**src/rtl/linescanner_pkg.sv**
```systemverilog
// Shared state encoding, line-counter width and counter-sizing helpers for the
// line-scanner capture engine.
package linescanner_pkg;

  typedef enum logic [2:0] {
    S_IDLE      = 3'd0,
    S_LOAD      = 3'd1,
    S_RST_CVC   = 3'd2,
    S_RST_CDS   = 3'd3,
    S_SAMPLE    = 3'd4,
    S_WAIT_ADC  = 3'd5,
    S_WAIT_LVAL = 3'd6,
    S_READOUT   = 3'd7
  } ls_state_t;

  localparam int LINE_COUNT_W = 16;

  function automatic int cnt_width(input int max_val);
    int w;
    w = $clog2(max_val + 1);
    return (w < 1) ? 1 : w;
  endfunction

  function automatic int max_int(input int a, input int b);
    return (a > b) ? a : b;
  endfunction

endpackage

```
**src/rtl/linescanner_capture_engine_strobe_timer.sv**
```systemverilog
// Loadable down-counter shared by every strobe width and the ADC timeout;
// o_done is high while the count sits at zero.
module linescanner_strobe_timer
  import linescanner_pkg::*;
#(
  parameter int WIDTH = 8
) (
  input  logic             i_clk,
  input  logic             i_reset,
  input  logic             i_load,
  input  logic [WIDTH-1:0] i_value,
  output logic             o_done
);

  logic [WIDTH-1:0] r_count;

  // Load on request, otherwise count down and park at zero.
  always_ff @(posedge i_clk) begin
    if (i_reset) begin
      r_count <= {WIDTH{1'b0}};
    end else if (i_load) begin
      r_count <= i_value;
    end else if (r_count != {WIDTH{1'b0}}) begin
      r_count <= r_count - WIDTH'(1);
    end else begin
      r_count <= r_count;
    end
  end

  assign o_done = (r_count == {WIDTH{1'b0}});

endmodule

```
**src/rtl/linescanner_capture_engine.sv**
```systemverilog
// Line-scanner capture engine: sensor strobe sequencing, ADC handshake and
// multi-lane pixel capture. Optional build macro: LINESCANNER_TEST_PATTERN_EN.
module linescanner_capture_engine
  import linescanner_pkg::*;
#(
  parameter int DATA_WIDTH     = 8,
  parameter int CHANNELS       = 1,
  parameter int LINE_PIXELS    = 1024,
  parameter int LOAD_CYCLES    = 4,
  parameter int RST_CVC_CYCLES = 8,
  parameter int RST_CDS_CYCLES = 8,
  parameter int SAMPLE_CYCLES  = 7,
  parameter int ADC_TIMEOUT    = 255
) (
  input  logic                           i_pixel_clock,
  input  logic                           i_reset,
  input  logic                           i_enable,
  input  logic                           i_end_adc,
  input  logic                           i_lval,
  input  logic [CHANNELS*DATA_WIDTH-1:0] i_data,
  output logic                           o_load_pulse,
  output logic                           o_rst_cvc,
  output logic                           o_rst_cds,
  output logic                           o_sample,
  output logic [CHANNELS*DATA_WIDTH-1:0] o_pixel_data,
  output logic                           o_pixel_captured,
  output logic                           o_line_start,
  output logic                           o_line_end,
  output logic [LINE_COUNT_W-1:0]        o_line_count,
  output logic                           o_err_timeout,
  output logic                           o_err_length
);

  localparam int WW   = CHANNELS * DATA_WIDTH;
  localparam int PW   = cnt_width(LINE_PIXELS);
  localparam int TMAX = max_int(max_int(max_int(LOAD_CYCLES, RST_CVC_CYCLES),
                                        max_int(RST_CDS_CYCLES, SAMPLE_CYCLES)), ADC_TIMEOUT);
  localparam int TW   = cnt_width(TMAX);

  localparam logic [TW-1:0] LD_LOAD   = TW'(LOAD_CYCLES - 1);
  localparam logic [TW-1:0] LD_CVC    = TW'(RST_CVC_CYCLES - 1);
  localparam logic [TW-1:0] LD_CDS    = TW'(RST_CDS_CYCLES - 1);
  localparam logic [TW-1:0] LD_SAMPLE = TW'(SAMPLE_CYCLES - 1);
  localparam logic [TW-1:0] LD_ADC    = TW'(ADC_TIMEOUT - 1);
  localparam logic [PW-1:0] PIX_LAST  = PW'(LINE_PIXELS - 1);
  localparam logic [PW-1:0] PIX_FULL  = PW'(LINE_PIXELS);

  ls_state_t               r_state;
  logic [PW-1:0]           r_pix_cnt;
  logic [WW-1:0]           r_pixel_data;
  logic                    r_pixel_captured;
  logic                    r_line_start;
  logic                    r_line_end_full;
  logic [LINE_COUNT_W-1:0] r_line_count;
  logic                    r_err_timeout;
  logic                    r_err_length;
  logic                    r_load_pulse;
  logic                    r_rst_cvc;
  logic                    r_rst_cds;
  logic                    r_sample;

  logic                    w_timer_load;
  logic [TW-1:0]           w_timer_value;
  logic                    w_timer_done;
  logic [WW-1:0]           w_word;

  linescanner_strobe_timer #(
    .WIDTH (TW)
  ) u_timer (
    .i_clk   (i_pixel_clock),
    .i_reset (i_reset),
    .i_load  (w_timer_load),
    .i_value (w_timer_value),
    .o_done  (w_timer_done)
  );

`ifdef LINESCANNER_TEST_PATTERN_EN
  // Synthetic lane words derived from the pixel counter.
  always_comb begin
    w_word = {WW{1'b0}};
    for (int k = 0; k < CHANNELS; k++) begin
      w_word[k*DATA_WIDTH +: DATA_WIDTH] = DATA_WIDTH'(32'(r_pix_cnt) + 32'(k));
    end
  end
`else
  assign w_word = i_data;
`endif

  // Reload the shared timer on every transition into a timed state.
  always_comb begin
    w_timer_load  = 1'b0;
    w_timer_value = LD_LOAD;
    case (r_state)
      S_IDLE:    w_timer_load = i_enable;
      S_LOAD:    begin w_timer_load = w_timer_done; w_timer_value = LD_CVC;    end
      S_RST_CVC: begin w_timer_load = w_timer_done; w_timer_value = LD_CDS;    end
      S_RST_CDS: begin w_timer_load = w_timer_done; w_timer_value = LD_SAMPLE; end
      S_SAMPLE:  begin w_timer_load = w_timer_done; w_timer_value = LD_ADC;    end
      S_READOUT: w_timer_load = ~i_lval & i_enable;
      default:   begin w_timer_load = 1'b0; w_timer_value = LD_LOAD; end
    endcase
  end

  // Line sequencer with registered strobes, capture path, counters and sticky errors.
  always_ff @(posedge i_pixel_clock) begin
    if (i_reset) begin
      r_state          <= S_IDLE;
      r_pix_cnt        <= {PW{1'b0}};
      r_pixel_data     <= {WW{1'b0}};
      r_pixel_captured <= 1'b0;
      r_line_start     <= 1'b0;
      r_line_end_full  <= 1'b0;
      r_line_count     <= {LINE_COUNT_W{1'b0}};
      r_err_timeout    <= 1'b0;
      r_err_length     <= 1'b0;
      r_load_pulse     <= 1'b0;
      r_rst_cvc        <= 1'b0;
      r_rst_cds        <= 1'b0;
      r_sample         <= 1'b0;
    end else begin
      r_load_pulse     <= (r_state == S_LOAD);
      r_rst_cvc        <= (r_state == S_RST_CVC);
      r_rst_cds        <= (r_state == S_RST_CDS);
      r_sample         <= (r_state == S_SAMPLE);
      r_pixel_captured <= 1'b0;
      r_line_start     <= 1'b0;
      r_line_end_full  <= 1'b0;
      case (r_state)
        S_IDLE:    if (i_enable) r_state <= S_LOAD;
        S_LOAD:    if (w_timer_done) r_state <= S_RST_CVC;
        S_RST_CVC: if (w_timer_done) r_state <= S_RST_CDS;
        S_RST_CDS: if (w_timer_done) r_state <= S_SAMPLE;
        S_SAMPLE:  if (w_timer_done) r_state <= S_WAIT_ADC;
        S_WAIT_ADC: begin
          // end_adc is checked first so it wins against a simultaneous expiry.
          if (i_end_adc) begin
            r_state   <= S_WAIT_LVAL;
            r_pix_cnt <= {PW{1'b0}};
          end else if (w_timer_done) begin
            r_err_timeout <= 1'b1;
            r_state       <= S_IDLE;
          end
        end
        S_WAIT_LVAL, S_READOUT: begin
          if (i_lval) begin
            r_state <= S_READOUT;
            if (r_pix_cnt == PIX_FULL) begin
              r_err_length <= 1'b1;
            end else begin
              r_pixel_data     <= w_word;
              r_pixel_captured <= 1'b1;
              r_line_start     <= (r_pix_cnt == {PW{1'b0}});
              r_line_end_full  <= (r_pix_cnt == PIX_LAST);
              r_pix_cnt        <= r_pix_cnt + PW'(1);
            end
          end else if (r_state == S_READOUT) begin
            if (r_pix_cnt != PIX_FULL) r_err_length <= 1'b1;
            r_line_count <= r_line_count + LINE_COUNT_W'(1);
            r_state      <= i_enable ? S_LOAD : S_IDLE;
          end
        end
        default: r_state <= S_IDLE;
      endcase
    end
  end

  assign o_load_pulse     = r_load_pulse;
  assign o_rst_cvc        = r_rst_cvc;
  assign o_rst_cds        = r_rst_cds;
  assign o_sample         = r_sample;
  assign o_pixel_data     = r_pixel_data;
  assign o_pixel_captured = r_pixel_captured;
  assign o_line_start     = r_line_start;
  // A short line's end is only known when lval drops, one cycle after its last word
  // was registered, so that case is flagged from the live lval level.
  assign o_line_end       = r_line_end_full | (r_pixel_captured & ~i_lval);
  assign o_line_count     = r_line_count;
  assign o_err_timeout    = r_err_timeout;
  assign o_err_length     = r_err_length;

endmodule
```
**config.mk**
```make
export PLATFORM = sky130hd
export DESIGN_NAME = linescanner_capture_engine
export DESIGN_NICKNAME = d
export VERILOG_FILES = /design/src/rtl/linescanner_pkg.sv /design/src/rtl/linescanner_capture_engine_strobe_timer.sv /design/src/rtl/linescanner_capture_engine.sv
export SDC_FILE = /design/constraint.sdc
export NUM_CORES = 1
export LEC_CHECK = 0
export BUFFER_PORTS_ARGS = -buffer_cell sky130_fd_sc_hd__buf_2
export CAP_MARGIN = 5
export CORE_UTILIZATION = 30
export CTS_CLUSTER_SIZE = 28
export DETAILED_ROUTE_END_ITERATION = 10
export HOLD_SLACK_MARGIN = 0.03
export PLACE_DENSITY_LB_ADDON = 0.3
export RECOVER_POWER = 25
export SYNTH_ARGS = -nofsm -noshare
export SYNTH_HDL_FRONTEND = slang
export SYNTH_HIERARCHICAL = 1
export SYNTH_SLANG_ARGS = --single-unit
```
**constraint.sdc**
```tcl
create_clock -name i_pixel_clock -period 3.8 [get_ports i_pixel_clock]
set_input_delay 0.19 -clock i_pixel_clock [delete_from_list [all_inputs] [get_ports i_pixel_clock]]
set_output_delay 0.19 -clock i_pixel_clock [all_outputs]
set_load 0.05 [all_outputs]
```
# Word level (Yosys, flattened, before mapping)
# Cells that the tools add are included.
# op_classes
n_mux,24
reduce_logical,19
eq_ne,21
order_cmp,0
mul,0
div_mod_pow,0
n_addsub,3
shifts,0
bitwise_logic,7
# op_table
op,n
$mux W11,3
$mux W3,9
$pmux W8 S3,1
$pmux W11 S2,1
$pmux W3 S7,1
$add A16 B1 Y16 const B,1
$mux W8,2
$eq A3 B3 Y1 const B,4
$add A11 B1 Y11 const B,1
$eq A11 B10 Y1 const B,1
$eq A11 B11 Y1 const B,1
$logic_not A11 Y1,1
$ne A11 B11 Y1 const B,1
$ne A2 B1 Y1 const B,5
$reduce_and A3 Y1,3
$logic_not A8 Y1,1
$ne A2 B2 Y1 const B,4
$reduce_and A4 Y1,2
$reduce_bool A2 Y1,4
$reduce_bool A8 Y1,1
$reduce_or A4 Y1,2
$sub A8 B1 Y8 const B,1
$reduce_and A7 Y1,1
$eq A3 B2 Y1 const B,2
other kinds (11),21
# totals
in_bits,13
elab_cells,88
romBits,0
regBits,55
mem_count,0
output_inout_bits,33
ram_bits,0
latchBits,0

# Longest topological paths before layout
# depth
ltp_word,4
mapped_depth,12

# Cells and area by module
# The synthesis kept the hierarchy.
# by_module_without_submodules
module,seq_area_each_um2,cells_per_inst,area_each_um2,instances
linescanner_capture_engine,940.9,266,2233.4,1
linescanner_strobe_timer,160.2,53,475.5,1

# Least setup slack after synthesis
# Ideal clock, no wire load.
# synth_timing
path_kind,reg-to-reg
startpoint,reg u_timer.r_count[0]
endpoint,reg u_timer.r_count[0]
synth_period_minus_slack_ns,2.282
path_stages_with_launch,11
required_time_ns,3.727
slack_ns,1.518
t_arrival_ns,2.208
path_cell_list,dfxtp_1 > inv_1 > ha_1 > and4bb_1 > buf_6 > nor4bb_1 > o21bai_1 > a21oi_1 > a31oi_1 > or4_4 > o211ai_2
# synth_via
elab_chain_len,3
word_cells_on_any_way,7
cone_classes,add/sub: 1; mux: 3; reduce/logical: 3
# synth_lines
item,line_no,text
from (decl),linescanner_capture_engine_strobe_timer.sv:15,logic [WIDTH-1:0] r_count;
from (signal assigned),linescanner_capture_engine_strobe_timer.sv:20,r_count <= {WIDTH{1'b0}};
from (signal assigned),linescanner_capture_engine_strobe_timer.sv:22,r_count <= i_value;
from (signal assigned),linescanner_capture_engine_strobe_timer.sv:24,r_count <= r_count - WIDTH'(1);
$logic_not A8 Y1 (*),linescanner_capture_engine_strobe_timer.sv:30,assign o_done = (r_count == {WIDTH{1'b0}});
via w_timer_done,linescanner_capture_engine.sv:64,logic w_timer_done;
$pmux W1 S3 (*),linescanner_capture_engine.sv:93,case (r_state)
via w_timer_load,linescanner_capture_engine.sv:62,logic w_timer_load;
$mux W8 or $reduce_bool A2 Y1 (tied branches),-,
# Mark *: on every way through the listed nets, which the timed path passes. The rest lies on a longest branch. The select of a mux whose other input is x is not followed.
# A chain may end at the register's enable or synchronous reset.

# Worst setup path in the final report
# layout_timing
startpoint,reg u_timer.r_count[0]
endpoint,reg u_timer.r_count[5]
# Same word-level chain as after synthesis.

==> impl_metrics.prom <==
# TYPE chip_impl_metric gauge
chip_impl_metric{name="placement_rows",unit=""} 34
chip_impl_metric{name="synth-edff-count",unit=""} 0
chip_impl_metric{name="dp_hpwl",unit="mm"} 4.21
chip_impl_metric{name="synth_area",unit="um2"} 2710
chip_impl_metric{name="fin_tns_setup",unit="ns"} 0
chip_impl_metric{name="via_count_of_the_first_global_routing_pass",unit=""} 2221
chip_impl_info{name="layout_commonest_cell",value="sky130_fd_sc_hd__dfxtp_1"} 1
chip_impl_metric{name="via_count",unit=""} 2413
chip_impl_metric{name="routed_wire_length",unit="mm"} 6.23
chip_impl_metric{name="p_total",unit="mW"} 1.71
chip_impl_metric{name="fp.dieW",unit="um"} 97.0
chip_impl_info{name="crit_path_cells",value="inv_1 -> ha_1 -> and4bb_1 -> nor4bb_1 -> o21bai_1 -> a21oi_1 -> a31oi_1 -> buf_4 -> or2_2 -> o32ai_1"} 1
chip_impl_metric{name="max_cap_viol_count",unit=""} 0
chip_impl_metric{name="worstPathArrival",unit="ns"} 3.03
chip_impl_info{name="setup.worst_path.start_class",value="register"} 1
chip_impl_metric{name="hold_violations",unit=""} 0
chip_impl_metric{name="ys_ff_latch",unit=""} 55
chip_impl_info{name="worst_path_dominant_cell_family",value="simple AND/OR/NAND/NOR gates"} 1
chip_impl_metric{name="ir_drop",unit="mV"} 0.225
chip_impl_metric{name="timing.fmax",unit="MHz"} 355
chip_impl_metric{name="routed_via_density",unit=""} 5.17
chip_impl_metric{name="setup_slack",unit="ns"} 0.985
chip_impl_info{name="ys.flop_type",value="sky130_fd_sc_hd__dfxtp_1"} 1
chip_impl_metric{name="synth_largest_type_area_fraction",unit=""} 0.406
chip_impl_metric{name="floorplan.initialDensity",unit=""} 0.311
chip_impl_metric{name="max-slew-margin-rel",unit=""} 0.515
chip_impl_metric{name="post_route_cells_drive_above_1_share",unit=""} 0.117
chip_impl_metric{name="cts.hold.buffers_added",unit=""} 0
chip_impl_metric{name="io_pins",unit=""} 46
chip_impl_metric{name="route.detailed.wl_per_inst",unit="um"} 13.3
chip_impl_metric{name="maximum_number_of_pins_on_one_net_before_global_route_repair",unit=""} 54
chip_impl_metric{name="worst_skew",unit="ns"} 0.00870
chip_impl_metric{name="setup_viol",unit=""} 0
chip_impl_info{name="synth.largest_area_cell",value="sky130_fd_sc_hd__dfxtp_1"} 1
chip_impl_metric{name="gr-total-overflow",unit=""} 0
chip_impl_metric{name="h-tree-depth",unit=""} 2
chip_impl_metric{name="clock_latency",unit="ns"} 0.32
chip_impl_metric{name="antenna_found_initial",unit=""} 0
chip_impl_info{name="tritoncts",value="built"} 1
chip_impl_metric{name="fin_hold_ws",unit="ns"} 0.101
chip_impl_metric{name="die_height",unit="um"} 97.0
chip_impl_metric{name="synth.distinct_cells",unit=""} 55
chip_impl_metric{name="cpPeakStageDelay",unit="ns"} 0.39
chip_impl_metric{name="globalplace.congestion",unit=""} 0.788
chip_impl_metric{name="cts.reportedPaths.clkPinSlew",unit="ns"} 0.11
chip_impl_metric{name="postSynthCellCount",unit=""} 319
chip_impl_metric{name="first_pass_iters",unit=""} 4
chip_impl_metric{name="postCtsSetupBuffers",unit=""} 0
chip_impl_metric{name="worstPathMaxFanout",unit=""} 14
chip_impl_metric{name="final.min_clock_period",unit="ns"} 2.82
chip_impl_metric{name="leakagePower",unit="nW"} 1.23
chip_impl_info{name="hp-class",value="input pin to register"} 1
chip_impl_info{name="rsz0062_at_grt",value="no"} 1
chip_impl_metric{name="synth_seq_area_share",unit=""} 0.406
chip_impl_metric{name="slew_violations",unit=""} 0
chip_impl_info{name="cts_root_buf",value="sky130_fd_sc_hd__clkbuf_8"} 1
chip_impl_metric{name="place.port_buffers",unit=""} 45
chip_impl_metric{name="cts_resized",unit=""} 0
chip_impl_metric{name="cts_max_path_buffers",unit=""} 2
chip_impl_metric{name="grt_pass1_wl",unit="mm"} 10.4
chip_impl_metric{name="mappedNetlistNets",unit=""} 337
chip_impl_metric{name="ant_nets",unit=""} 0
chip_impl_metric{name="fp.coreArea",unit="um2"} 8720
chip_impl_metric{name="timing.critical_path.buf_inv",unit=""} 2
chip_impl_info{name="timing_worst_setup_path_type",value="register to register"} 1
chip_impl_metric{name="design.die.area",unit="um2"} 9410
chip_impl_info{name="synth.area.top_cells",value="sky130_fd_sc_hd__dfxtp_1, sky130_fd_sc_hd__nand2_1, sky130_fd_sc_hd__a21oi_1, sky130_fd_sc_hd__nor2_1, sky130_fd_sc_hd__nand3_1"} 1
chip_impl_metric{name="cp.required",unit="ns"} 4.02
chip_impl_metric{name="drc_violation_total_after_the_first_tritonroute_iteration",unit=""} 166
chip_impl_info{name="timing.critical_path.to_type",value="register"} 1
chip_impl_metric{name="clock_sinks",unit=""} 55
chip_impl_metric{name="synthesis.area_per_instance",unit="um2"} 8.49
chip_impl_metric{name="synthArstFlopShare",unit=""} 0
chip_impl_info{name="highest_delay_cell_along_the_critical_path",value="sky130_fd_sc_hd__dfxtp_1"} 1
chip_impl_metric{name="cts_inserted_buffers",unit=""} 5
chip_impl_metric{name="p_per_area",unit="nW/um2"} 553
chip_impl_info{name="most-common-layout-cells",value="sky130_fd_sc_hd__dfxtp_1, sky130_fd_sc_hd__nand2_1, sky130_fd_sc_hd__nor2_1, sky130_fd_sc_hd__buf_2, sky130_fd_sc_hd__a21oi_1"} 1
chip_impl_metric{name="warnings_from_yosys",unit=""} 6
chip_impl_metric{name="nNetsFinal",unit=""} 376
chip_impl_metric{name="drt_drc_violations_left",unit=""} 0
chip_impl_metric{name="syn_to_final_growth",unit="%"} 14.2
chip_impl_metric{name="min_period_over_period",unit=""} 0.741
chip_impl_metric{name="grt_usage",unit=""} 0.133
chip_impl_metric{name="n_antenna_cell",unit=""} 0
chip_impl_metric{name="timing_worst_slew_pin_value",unit="ns"} 0.726
chip_impl_metric{name="preCtsSetupSlack",unit="ns"} 1.06
chip_impl_info{name="status",value="finished, final reports clean"} 1
final timing paths:
check                                    endpoint  cells past startpoint                            start  slack (ns)
setup reg to reg  u_timer/r_count[5]$_SDFFE_PP0P_                     10  u_timer/r_count[0]$_SDFFE_PP0P_        0.98
setup / recovery  u_timer/r_count[5]$_SDFFE_PP0P_                     10  u_timer/r_count[0]$_SDFFE_PP0P_        0.98
hold / removal       o_pixel_data[5]$_SDFFE_PP0P_                      3                        i_data[5]        0.10
hold reg to reg      o_pixel_data[5]$_SDFFE_PP0P_                      2     o_pixel_data[5]$_SDFFE_PP0P_        0.47
worst register-to-register path, stage by stage, from the launching register on:
cell and delay (ns):
sky130_fd_sc_hd__dfxtp_1 0.39, sky130_fd_sc_hd__inv_1 0.08, sky130_fd_sc_hd__ha_1 0.26, sky130_fd_sc_hd__and4bb_1 0.39, sky130_fd_sc_hd__nor4bb_1 0.34, sky130_fd_sc_hd__o21bai_1 0.14, sky130_fd_sc_hd__a21oi_1 0.19, sky130_fd_sc_hd__a31oi_1 0.06
sky130_fd_sc_hd__buf_4 0.22, sky130_fd_sc_hd__or2_2 0.34, sky130_fd_sc_hd__o32ai_1 0.30
kinds of logic (layout without fill, tap and decap cells):
| logic type | count (synthesis) | count (layout) | share of synthesized area |
|---|---|---|---|
| buffers and inverters | 29 | 69 | 0.0490 |
| adder cells (fa/ha/maj) | 5 | 5 | 0.0231 |
| multiplexers | 4 | 4 | 0.0148 |
| flip-flops | 55 | 55 | 0.406 |
| AO/OA/AOI/OAI | 65 | 65 | 0.162 |
| AND/OR/NAND/NOR | 147 | 147 | 0.302 |
| XOR/XNOR | 13 | 13 | 0.0420 |
| other | 1 | 1 | 0.00138 |
Yosys cell counts, types with 2 or more instances:
| cell | number |
|---|---|
| sky130_fd_sc_hd__a211o_1 | 3 |
| sky130_fd_sc_hd__a211oi_1 | 2 |
| sky130_fd_sc_hd__a21o_1 | 4 |
| sky130_fd_sc_hd__a21oi_1 | 23 |
| sky130_fd_sc_hd__a311oi_1 | 4 |
| sky130_fd_sc_hd__a31oi_1 | 5 |
| sky130_fd_sc_hd__and2_1 | 3 |
| sky130_fd_sc_hd__and3_1 | 11 |
| sky130_fd_sc_hd__and4_1 | 4 |
| sky130_fd_sc_hd__and4b_1 | 2 |
| sky130_fd_sc_hd__buf_2 | 4 |
| sky130_fd_sc_hd__buf_6 | 2 |
| sky130_fd_sc_hd__clkbuf_1 | 8 |
| sky130_fd_sc_hd__dfxtp_1 | 55 |
| sky130_fd_sc_hd__ha_1 | 5 |
| sky130_fd_sc_hd__inv_1 | 13 |
| sky130_fd_sc_hd__mux2i_1 | 4 |
| sky130_fd_sc_hd__nand2_1 | 37 |
| sky130_fd_sc_hd__nand2_4 | 2 |
| sky130_fd_sc_hd__nand3_1 | 14 |
| sky130_fd_sc_hd__nand4_1 | 9 |
| sky130_fd_sc_hd__nand4b_1 | 2 |
| sky130_fd_sc_hd__nor2_1 | 26 |
| sky130_fd_sc_hd__nor2b_1 | 2 |
| sky130_fd_sc_hd__nor3_1 | 12 |
| sky130_fd_sc_hd__nor4_1 | 2 |
| sky130_fd_sc_hd__nor4bb_1 | 2 |
| sky130_fd_sc_hd__o21a_1 | 3 |
| sky130_fd_sc_hd__o21ai_0 | 5 |
| sky130_fd_sc_hd__o31ai_1 | 4 |
| sky130_fd_sc_hd__o32ai_1 | 5 |
| sky130_fd_sc_hd__or3_1 | 5 |
| sky130_fd_sc_hd__or4_1 | 4 |
| sky130_fd_sc_hd__xnor2_1 | 5 |
| sky130_fd_sc_hd__xor2_1 | 8 |
metal layers:
| layer | share of wire | GRT usage | routed length [um] | vias up |
|---|---|---|---|---|
| li1 | - | - | - | 1238 |
| met1 | 0.49 | 0.176 | 3040 | 1107 |
| met2 | 0.45 | 0.213 | 2790 | 61 |
| met3 | 0.050 | 0.0296 | 309 | 7 |
| met4 | 0.015 | 0.0425 | 94 | 0 |
| met5 | 0 | 0 | 0 | - |
power by group:
part	internal, mW	leakage (nW)	switching [mW]
clock	0.200	0.0558	0.204
sequential	0.633	0.446	0.0682
combinational	0.244	0.732	0.361
flip-flops by register name, summed over array words and instances, names as in the netlist:
| signal | cells |
|---|---|
| o_err_length | 1 |
| o_err_timeout | 1 |
| o_line_count | 16 |
| o_line_start | 1 |
| o_load_pulse | 1 |
| o_pixel_captured | 1 |
| o_pixel_data | 8 |
| o_rst_cds | 1 |
| o_rst_cvc | 1 |
| o_sample | 1 |
| r_line_end_full | 1 |
| r_pix_cnt | 11 |
| r_state | 3 |
| u_timer/r_count | 8 |
layout make-up:
type	instances	area, um2
sequential	55	1100
clock inverter	2	38.8
fill	915	5630
multi-input combinational	235	1480
clock buffer	6	72.6
timing repair buffer	48	221
inverter	13	48.8
tap	108	135
stage by stage:
step                instances  utilization  cell area (um2)
floorplan                 319            -             2710
global placement          459        0.345             3010
detailed placement        459        0.345             3010
CTS                       467        0.358             3120
global route              467        0.355             3090
finish                    467        0.355             3090
(Power assumes the default switching activity.)
